File: config.mk
export PLATFORM = sky130hd
export DESIGN_NAME = serv_sram_ctrl
export DESIGN_NICKNAME = d
export VERILOG_FILES = /design/src/rtl/serv_sram_ctrl.sv
export SDC_FILE = /design/constraint.sdc
export NUM_CORES = 1
export LEC_CHECK = 0
export BUFFER_PORTS_ARGS = -buffer_cell sky130_fd_sc_hd__clkbuf_2
export CORE_ASPECT_RATIO = 0.7
export CORE_MARGIN = 1
export CORE_UTILIZATION = 45
export CTS_CLUSTER_DIAMETER = 100
export DETAILED_ROUTE_END_ITERATION = 10
export PLACE_DENSITY_LB_ADDON = 0.12
export SYNTH_ARGS = -nofsm -noshare
export SYNTH_HDL_FRONTEND = slang
export SYNTH_SLANG_ARGS = --single-unit
File: constraint.sdc
create_clock -name clk -period 2.15 [get_ports clk]
set_clock_uncertainty 0.05 [all_clocks]
set_input_delay 0.215 -clock clk [delete_from_list [all_inputs] [get_ports clk]]
set_output_delay 0.215 -clock clk [all_outputs]
set_load 0.02 [all_outputs]
File: src/rtl/serv_sram_ctrl.sv
// Single-port SRAM controller arbitrating SERV ibus/dbus (dbus wins ties).
// Optional SERV_SRAM_RANGE_CHECK_EN: block out-of-range accesses and raise sticky o_err.
module serv_sram_ctrl #(
  parameter int unsigned MEM_AW = 13,
  parameter int unsigned RD_LAT = 1
) (
  input  logic              clk,
  input  logic              i_rst_n,
  input  logic [31:0]       i_ibus_adr,
  input  logic              i_ibus_cyc,
  output logic [31:0]       o_ibus_rdt,
  output logic              o_ibus_ack,
  input  logic [31:0]       i_dbus_adr,
  input  logic [31:0]       i_dbus_dat,
  input  logic [3:0]        i_dbus_sel,
  input  logic              i_dbus_we,
  input  logic              i_dbus_cyc,
  output logic [31:0]       o_dbus_rdt,
  output logic              o_dbus_ack,
  output logic [MEM_AW-3:0] o_mem_adr,
  output logic              o_mem_en,
  output logic [3:0]        o_mem_we,
  output logic [31:0]       o_mem_wdat,
  input  logic [31:0]       i_mem_rdat,
  output logic              o_err
);

  typedef enum logic [1:0] {IDLE, ISSUE, WAIT, ACK} state_t;

  state_t      state, next_state;
  logic [1:0]  cnt;
  logic        gnt_d;
  logic        we_l;
  logic        oor_l;
  logic        req;
  logic        pick_d;
  logic [31:0] pick_adr;
  logic        pick_oor;
  logic        unused_adr_bits;

  assign req      = i_ibus_cyc | i_dbus_cyc;
  assign pick_d   = i_dbus_cyc;
  assign pick_adr = pick_d ? i_dbus_adr : i_ibus_adr;
  assign unused_adr_bits = ^{pick_adr[1:0], pick_adr[31:MEM_AW]};

`ifdef SERV_SRAM_RANGE_CHECK_EN
  assign pick_oor = |pick_adr[31:MEM_AW];
`else
  assign pick_oor = 1'b0;
`endif

  always_ff @(posedge clk or negedge i_rst_n) begin
    if (!i_rst_n) state <= IDLE;
    else          state <= next_state;
  end

  always_comb begin
    next_state = state;
    case (state)
      IDLE:    if (req) next_state = ISSUE;
      ISSUE:   next_state = we_l ? ACK : WAIT;
      WAIT:    if (cnt == 2'd0) next_state = ACK;
      ACK:     next_state = IDLE;
      default: next_state = IDLE;
    endcase
  end

  // SRAM strobes are registered on IDLE exit so they are high exactly during ISSUE.
  always_ff @(posedge clk or negedge i_rst_n) begin
    if (!i_rst_n) begin
      cnt        <= '0;
      gnt_d      <= 1'b0;
      we_l       <= 1'b0;
      oor_l      <= 1'b0;
      o_mem_adr  <= '0;
      o_mem_wdat <= '0;
      o_mem_en   <= 1'b0;
      o_mem_we   <= '0;
      o_ibus_ack <= 1'b0;
      o_dbus_ack <= 1'b0;
      o_ibus_rdt <= '0;
      o_dbus_rdt <= '0;
    end else begin
      o_mem_en   <= 1'b0;
      o_mem_we   <= '0;
      o_ibus_ack <= (next_state == ACK) && !gnt_d;
      o_dbus_ack <= (next_state == ACK) && gnt_d;
      case (state)
        IDLE: begin
          if (req) begin
            gnt_d     <= pick_d;
            we_l      <= pick_d & i_dbus_we;
            oor_l     <= pick_oor;
            o_mem_adr <= pick_adr[MEM_AW-1:2];
            if (pick_d) o_mem_wdat <= i_dbus_dat;
            o_mem_en  <= !pick_oor;
            o_mem_we  <= (pick_d && i_dbus_we && !pick_oor) ? i_dbus_sel : '0;
          end
        end
        ISSUE: cnt <= 2'(RD_LAT - 1);
        WAIT: begin
          if (cnt == 2'd0) begin
            if (gnt_d) o_dbus_rdt <= oor_l ? '0 : i_mem_rdat;
            else       o_ibus_rdt <= oor_l ? '0 : i_mem_rdat;
          end else begin
            cnt <= cnt - 2'd1;
          end
        end
        default: ;
      endcase
    end
  end

`ifdef SERV_SRAM_RANGE_CHECK_EN
  always_ff @(posedge clk or negedge i_rst_n) begin
    if (!i_rst_n)                          o_err <= 1'b0;
    else if (next_state == ACK && oor_l)   o_err <= 1'b1;
  end
`else
  assign o_err = 1'b0;
`endif

endmodule

* Yosys cells after proc, flatten, opt, wreduce, memory -nomap -nowiden *
Index checks and enable logic that the tools add are counted.
Widths: inputs -> output; s select.

word-level totals
  flip-flop bits (word level) = 120
  logic and storage cells = 45

operators by class
  multiplexer cells = 12
  reduce and logical (&&, ||, !) cells = 12
  add/subtract/negate cells = 1
  bitwise logic cells = 3
  equality and inequality tests = 5

operators by type and width
  operator             count
  $mux 13              1
  $mux 4               3
  $reduce_and 3->1     3
  $pmux 2 s4           1
  $eq 2x2->1 const B   3
  $mux 2               3
  $logic_not 2->1      2
  $pmux 2 s2           1
  $reduce_and 2->1     2
  $logic_and 1x1->1    3
  $mux 1               3
  $eq 2x1->1 const B   1
  $ne 2x2->1 const B   1
  $reduce_bool 2->1    1
  $sub 2x1->2 const B  1
  $and 1x1->1          1
  $logic_not 1->1      1
  $not 1->1            1
  $or 1x1->1           1

* Logic depth before layout (Yosys ltp) *
Gate-level depths: netlist of run 1.

  word-level depth = 5
  depth in mapped cells = 6

* Worst setup path before layout of run 1 *
OpenSTA, ideal clock, no wires.

  kind = reg-to-reg
  from = register state[0]
  to = register o_mem_wdat[17]
  arrival time = 1.434 ns
  buffers on the path = 2
  cell stages (with the launch flop) = 7
  setup time = 0.125 ns
  slack = 0.541 ns
  required time = 1.975 ns
  period minus slack after synthesis = 1.609 ns
  cells stage by stage = dfrtp_1 inv_1 ha_1 and2_1 buf_4 buf_4 mux2_2

between the ends
  word-level cells in the longest chain between the ends = 2

ends and longest elaborated chain
  what                               RTL line  text
  start, declared                    30        state_t state, next_state;
  start signal, assigned             54        else state <= next_state;
  $logic_not 2->1                    88        case (state)
  $reduce_and 3->1 (no source line)  n/a
  end signal, assigned               95        if (pick_d) o_mem_wdat <= i_dbus_dat;
  end, declared                      23        output logic [31:0] o_mem_wdat,

Every way passes these cells.
A chain may end at the register's enable or synchronous reset.

* Final worst setup path of run 1 *
  from = register state[0]
  to = register o_ibus_rdt[17]

between the ends
  word-level cells in the longest chain between the ends = 2

ends and longest elaborated chain
  what                               RTL line  text
  $eq 2x2->1                         88
  $reduce_and 3->1 (no source line)  n/a
  end signal, assigned               104       else o_ibus_rdt <= oor_l ? '0 : i_mem_rdat;
  end, declared                      11        output logic [31:0] o_ibus_rdt,

Every way passes these cells.

==> run_results.csv, run 1 <==
group,metric,value,unit
logic_synthesis,syn-mean-instance-area,16.3,um2
power_and_ir_drop,power_density,1560,nW/um2
global_route,gr-usage-all-layers,21.1,%
logic_synthesis,syn_area,4650,um2
sta,finalSetupViolCount,0,
global_route,antenna_found_initial,0,
power_and_ir_drop,netSwitchingPower,0.00412,W
logic_synthesis,ys_types,24,
die,die_w,123,um
placed_design,io_buffers,208,
logic_synthesis,syn_inst,285,
routing,firstDrtPassIters,4,
sta,fin_setup_tns,0,ns
placed_design,dp_slack,0.263,ns
power_and_ir_drop,pwr-share-clk,23.3,%
global_route,grt_pass1_wl,17000,um
cells_and_area,fin_nets,715,
logic_synthesis,synth_edf_count,0,
logic_synthesis,synth.area.top_cells,"dfrtp_1 65%, mux2_1 15%, mux2_2 14%",
cts,cts.sinks,120,
global_route,grt_pass1_vias,3642,
cells_and_area,diodes,0,
setup_path,cp_cell_sequence,"inv_1 -> ha_1 -> nand3b_2 -> buf_12 -> mux2_1",
cells_and_area,n_fill_cell,670,
die,initial_core_util,47.1,%
power_and_ir_drop,switching_share,37.0,%
sta,fmax,0.532,GHz
logic_synthesis,synth_top_area_share,64.6,%
logic_synthesis,synth_ff_type,"dfrtp_1",
cts,numCtsBuffers,17,
min_path,hold_path.class,"primary input to flip-flop",
die,dieArea,10700,um2
sta,final-hold-violation-count,0,
power_and_ir_drop,p_leak,3.50,nW
placed_design,gp_congestion,0.713,
logic_synthesis,seq_area_frac_synth,64.6,%
logic_synthesis,async_flop_share,100,%
sta,post-route-min-period,1.88,ns
global_route,overflow,0,
flow_run,cap_violations,0,
logic_synthesis,yosysMostFrequentCell,"dfrtp_1",
setup_path,setup.worst_path.class,"flip-flop to flip-flop",
logic_synthesis,synth_fp_nets,426,
cts,cts-htree-levels,4,
power_and_ir_drop,internal_power,0.00701,W
routing,ant_nets,0,
routing,wl_per_cell,14.6,um
logic_synthesis,ys_warn_count,0,
die,die_y,87.0,um
sta,slew_viol_final,0,
cts,clockBufferDepth,2,
setup_path,worstPathMaxFanout,15,
setup_path,cp.required,2.38,ns
routing,drc_errors,0,
routing,drtIter0Drc,62,
setup_path,start_kind,"flip-flop",
cts,root_buffer,"clkbuf_16",
outcome,status,"complete, no violations",
routing,vias,3371,
cts,clk_pin_slew_worst_paths,0.05,ns
cts,cts_tree,"yes",
placed_design,hpwl,7060,um
die,core,9870,um2
sta,fin_crit_sh,87.4,%
setup_path,critical_path.slowest_cell,"dfrtp_1",
global_route,grt_max_degree,45,
logic_synthesis,ys_seq_elements,120,
logic_synthesis,synth_top_cell_by_area,"dfrtp_1",
setup_path,cp.arrival,2.11,ns
setup_path,crit_family,"flip-flops",
die,num_rows,30,
logic_synthesis,netlist_top_cells_count,"120 x dfrtp_1, 60 x mux2_1, 58 x mux2_2, 9 x buf_2, 7 x inv_1",
setup_path,endpoint_kind,"flip-flop",
power_and_ir_drop,comb_power_share,41.4,%
routing,avgViaCountPerCell,4.72,
setup_path,max_stage_delay,0.41,ns
setup_path,crit_buf_inv,2,
power_and_ir_drop,vdd_drop_max,0.886,mV
power_and_ir_drop,p_seq_share,35.4,%
cells_and_area,synthToLayoutAreaGrowth,53.4,%
cells_and_area,layout-drive-gt1-share,52.2,%
die,ioPinCount,252,
cts,cts_setup_buffers,0,
routing,wl,10400,um
sta,rsz0062_at_grt,"false",
cts,clk_latency,0.40,ns
sta,worst_slack,0.270,ns
[routing by layer]
layer | up-vias | global-route usage [%] | part of all wire, %
met3 | 13 | 8.84 | 8.7
met4 | 0 | 8.32 | 1.4
met2 | 131 | 35.4 | 49
met5 | - | 0 | 0
met1 | 1640 | 24.0 | 41
li1 | 1587 | - | -
[final timing paths]
check	from	cells after the start	slack, ns	endpoint
max in group asynchronous	i_rst_n	3	1.17	o_mem_we[0]
min	i_dbus_dat[7]	2	0.02	o_mem_wdat[7]
max reg2reg	state[0]	5	0.27	o_ibus_rdt[17]
min in group asynchronous	i_rst_n	2	0.27	o_ibus_ack
min reg2reg	o_dbus_rdt[16]	1	0.44	o_dbus_rdt[16]
max	state[0]	5	0.27	o_ibus_rdt[17]
[layout make-up]
type,instances,area (um2),area share (%)
Sequential cell,120,3000,42.1
Tap cell,128,160,2.25
Multi-Input combinational cell,145,1540,21.7
Inverter,7,26.3,0.369
Clock inverter,9,75.1,1.05
Timing Repair Buffer,283,1850,25.9
Clock buffer,22,474,6.65
[cell usage in the layout (no fill, tap or decap), drive strengths merged, types with 2 or more instances in the layout]
| master | instances |
|---|---|
| clkbuf | 229 |
| dfrtp | 120 |
| mux2 | 118 |
| dlygate4sd3 | 66 |
| buf | 10 |
| inv | 7 |
| clkinv | 6 |
| and3 | 4 |
| ha | 4 |
| a21oi | 2 |
| a2111oi | 2 |
| nand2b | 2 |
| clkinvlp | 2 |
[power by group through the flow]
| stage | Sequential, W | Clock (W) | Combinational (W) |
|---|---|---|---|
| 2_1_floorplan | 0.00524 | 0 | 0.00155 |
| 3_3_place_gp | 0.00390 | 0 | 0.00449 |
| 3_5_place_dp | 0.00397 | 0 | 0.00456 |
| 4_1_cts | 0.00394 | 0.00265 | 0.00466 |
| 5_1_grt | 0.00410 | 0.00277 | 0.00496 |
| 6_report | 0.00394 | 0.00259 | 0.00460 |
[sequential cells by signal, indices dropped and copies added, names as in the netlist, 2 cells and up]
| name | flops |
|---|---|
| o_mem_adr | 11 |
| o_mem_wdat | 32 |
| o_dbus_rdt | 32 |
| o_ibus_rdt | 32 |
| o_mem_we | 4 |
| state | 2 |
| cnt | 2 |
[per-stage QoR]
step	std cells	total power [W]	cell area [um2]	util [%]	hold slack, ns
after CTS	714	0.0113	7130	72.2	0.00544
after global placement	617	0.00839	5920	60.0	0.153
after floorplan	285	0.00679	4650	-	-0.131
after global routing	714	0.0118	7130	72.2	0.00934
final	714	0.0111	7130	72.2	0.0248
after detailed placement	617	0.00853	5920	60.0	0.160
[cells by family after synthesis]
family          after synthesis  synth area share (%)
flops                       120                  64.6
mux                         118                  28.6
buf+inv                      20                  2.18
simple gates                 11                  1.67
compound gates               10                  1.62
fa+ha+maj                     4                  1.08
other cells                   1                0.0807
xor+xnor                      1                 0.188
[timing repair]
action	4_1_cts	5_1_grt
hold endpoints to repair	126	0
hold buffers	66	0
gates resized for setup	0	0
No activity file was read; power rests on OpenSTA's default activity.
==> inputs of run 2 (changes only) <==
--- a/config.mk
+++ b/config.mk
@@ -6,7 +6,6 @@
 export NUM_CORES = 1
 export LEC_CHECK = 0
 export BUFFER_PORTS_ARGS = -buffer_cell sky130_fd_sc_hd__clkbuf_2
-export CORE_ASPECT_RATIO = 0.7
 export CORE_MARGIN = 1
 export CORE_UTILIZATION = 45
 export CTS_CLUSTER_DIAMETER = 100
==> run_results.csv, run 2 (synthesis results as in run 1) <==
group,metric,value,unit
outcome,status,"complete, no violations",
setup_path,setup.worst_path.class,"flip-flop to flip-flop",
routing,vias,3466,
setup_path,max_stage_delay,0.55,ns
cells_and_area,n_fill_cell,693,
routing,wl,10600,um
die,initial_core_util,46.9,%
sta,slew_viol_final,0,
min_path,hp-start,"i_dbus_adr[5]",
cts,numCtsBuffers,17,
global_route,grt_pass1_vias,3690,
die,num_rows,36,
cts,cts_tree,"yes",
setup_path,endpoint_kind,"flip-flop",
setup_path,crit_family,"buffers and inverters",
cells_and_area,diodes,0,
global_route,grt_max_degree,43,
routing,drtIter0Drc,87,
sta,max_slew.worst_pin.slew,0.552,ns
power_and_ir_drop,netSwitchingPower,0.00412,W
power_and_ir_drop,power_density,1540,nW/um2
die,dieArea,10700,um2
cts,root_buffer,"clkbuf_8",
setup_path,start_kind,"flip-flop",
placed_design,io_buffers,208,
cells_and_area,layout-drive-gt1-share,51.2,%
cts,clockBufferDepth,2,
sta,fin_crit_sh,94.4,%
power_and_ir_drop,p_leak,3.56,nW
routing,ant_nets,0,
power_and_ir_drop,vdd_drop_max,0.813,mV
sta,fmax,0.493,GHz
power_and_ir_drop,p_seq_share,35.1,%
global_route,gr-usage-all-layers,21.2,%
die,die_y,104,um
cells_and_area,final_cells,729,
global_route,grt_pass1_wl,17800,um
setup_path,critical_path.slowest_cell,"dlygate4sd3_1",
cells_and_area,layout_common_cells,"207 x clkbuf_2, 120 x dfrtp_1, 79 x dlygate4sd3_1",
sta,rsz0062_at_grt,"false",
cells_and_area,synthToLayoutAreaGrowth,56.3,%
power_and_ir_drop,internal_power,0.00710,W
setup_path,crit_start,"state[0]",
min_path,hold_path.class,"primary input to flip-flop",
cts,cts-htree-levels,4,
die,ioPinCount,252,
cts,clk_latency,0.50,ns
placed_design,gp_congestion,0.723,
power_and_ir_drop,switching_share,36.7,%
cts,clk_pin_slew_worst_paths,0.06,ns
sta,finalSetupViolCount,0,
global_route,antenna_found_initial,0,
setup_path,cp.arrival,2.37,ns
flow_run,cap_violations,0,
routing,wl_per_cell,14.6,um
global_route,overflow,0,
sta,final-hold-violation-count,0,
cells_and_area,top_regs,"o_dbus_rdt x32, o_ibus_rdt x32, o_mem_wdat x32",
sta,relSlewSlack,63.2,%
setup_path,cp_cell_sequence,"inv_1 -> ha_1 -> and2_1 -> buf_6 -> and3_1 -> dlygate4sd3_1",
die,die_w,104,um
setup_path,cp.required,2.48,ns
die,core,9910,um2
placed_design,place_inst,621,
routing,firstDrtPassIters,3,
power_and_ir_drop,comb_power_share,40.9,%
routing,drc_errors,0,
routing,avgViaCountPerCell,4.75,
cts,cts.sinks,120,
sta,fin_setup_tns,0,ns
power_and_ir_drop,pwr-share-clk,24.1,%
cells_and_area,ff_latch_area,3000,um2
setup_path,timing.rr.start,"state[0]",
placed_design,hpwl,6840,um
cells_and_area,final_common_cell,"clkbuf_2",
cells_and_area,fin_nets,727,
sta,post-route-min-period,2.03,ns
cells_and_area,multiInputGateArea,1540,um2
setup_path,crit_buf_inv,3,
setup_path,worstPathMaxFanout,27,
[run 2: path summary, 6_finish.rpt]
path                             endpoint  slack (ns)  cells past startpoint
setup / recovery              o_mem_we[2]        0.12                      6
hold / removal               o_mem_adr[3]        0.02                      3
setup reg to reg              o_mem_we[2]        0.12                      6
hold reg to reg            o_ibus_rdt[26]        0.44                      1
max in group asynchronous   o_mem_adr[10]        1.23                      3
min in group asynchronous   o_ibus_rdt[6]        0.19                      2
[run 2: worst reg2reg max path, stage by stage (launching register included)]
cell and delay [ns]:
dfrtp_1 0.39, inv_1 0.08, ha_1 0.24, and2_1 0.20, buf_6 0.19, and3_1 0.21, dlygate4sd3_1 0.55
[run 2: metrics by stage]
step	setup WS, ns	power, W	instance area (um2)	hold WS, ns	utilization, %
after global placement	0.432	0.00831	5890	0.189	59.5
after detailed placement	0.394	0.00845	5890	0.195	59.5
after floorplan	0.541	0.00679	4650	-0.131	-
final	0.120	0.0112	7260	0.0215	73.3
after global routing	0.0391	0.0118	7260	0.00845	73.3
after CTS	0.0683	0.0113	7260	0.000462	73.3
[run 2: area by class of cell]
cell class	count	area share, %
flip-flops and latches	120	41.3
repair buffers	295	26.8
multi-input cells	145	21.3
clock buffers	22	6.65
well taps	133	2.29
clock inverters	7	1.29
inverters	7	0.362
[run 2: repair_timing]
| action | CTS | global route |
|---|---|---|
| hold buffers | 79 | 0 |
| endpoints found under the hold margin | 144 | 0 |
| endpoints found under the setup margin | 0 | 4 |
| setup buffers | 0 | 0 |
| resized for setup | 0 | 1 |
[run 2: metal layers]
layer,global-route usage [%],vias to the layer above,share of wire (%)
met4,9.63,0,2.8
met1,24.7,1695,40
met5,0,-,0
li1,-,1610,-
met2,36.7,138,51
met3,5.66,23,5.9
[run 2: power by group through the flow]
stage / clock, W / combinational, W / sequential (W)
detailed placement: 0 / 0.00449 / 0.00396
finish: 0.00270 / 0.00458 / 0.00394
global route: 0.00287 / 0.00489 / 0.00408
CTS: 0.00276 / 0.00462 / 0.00393
global placement: 0 / 0.00442 / 0.00390
floorplan: 0 / 0.00155 / 0.00524
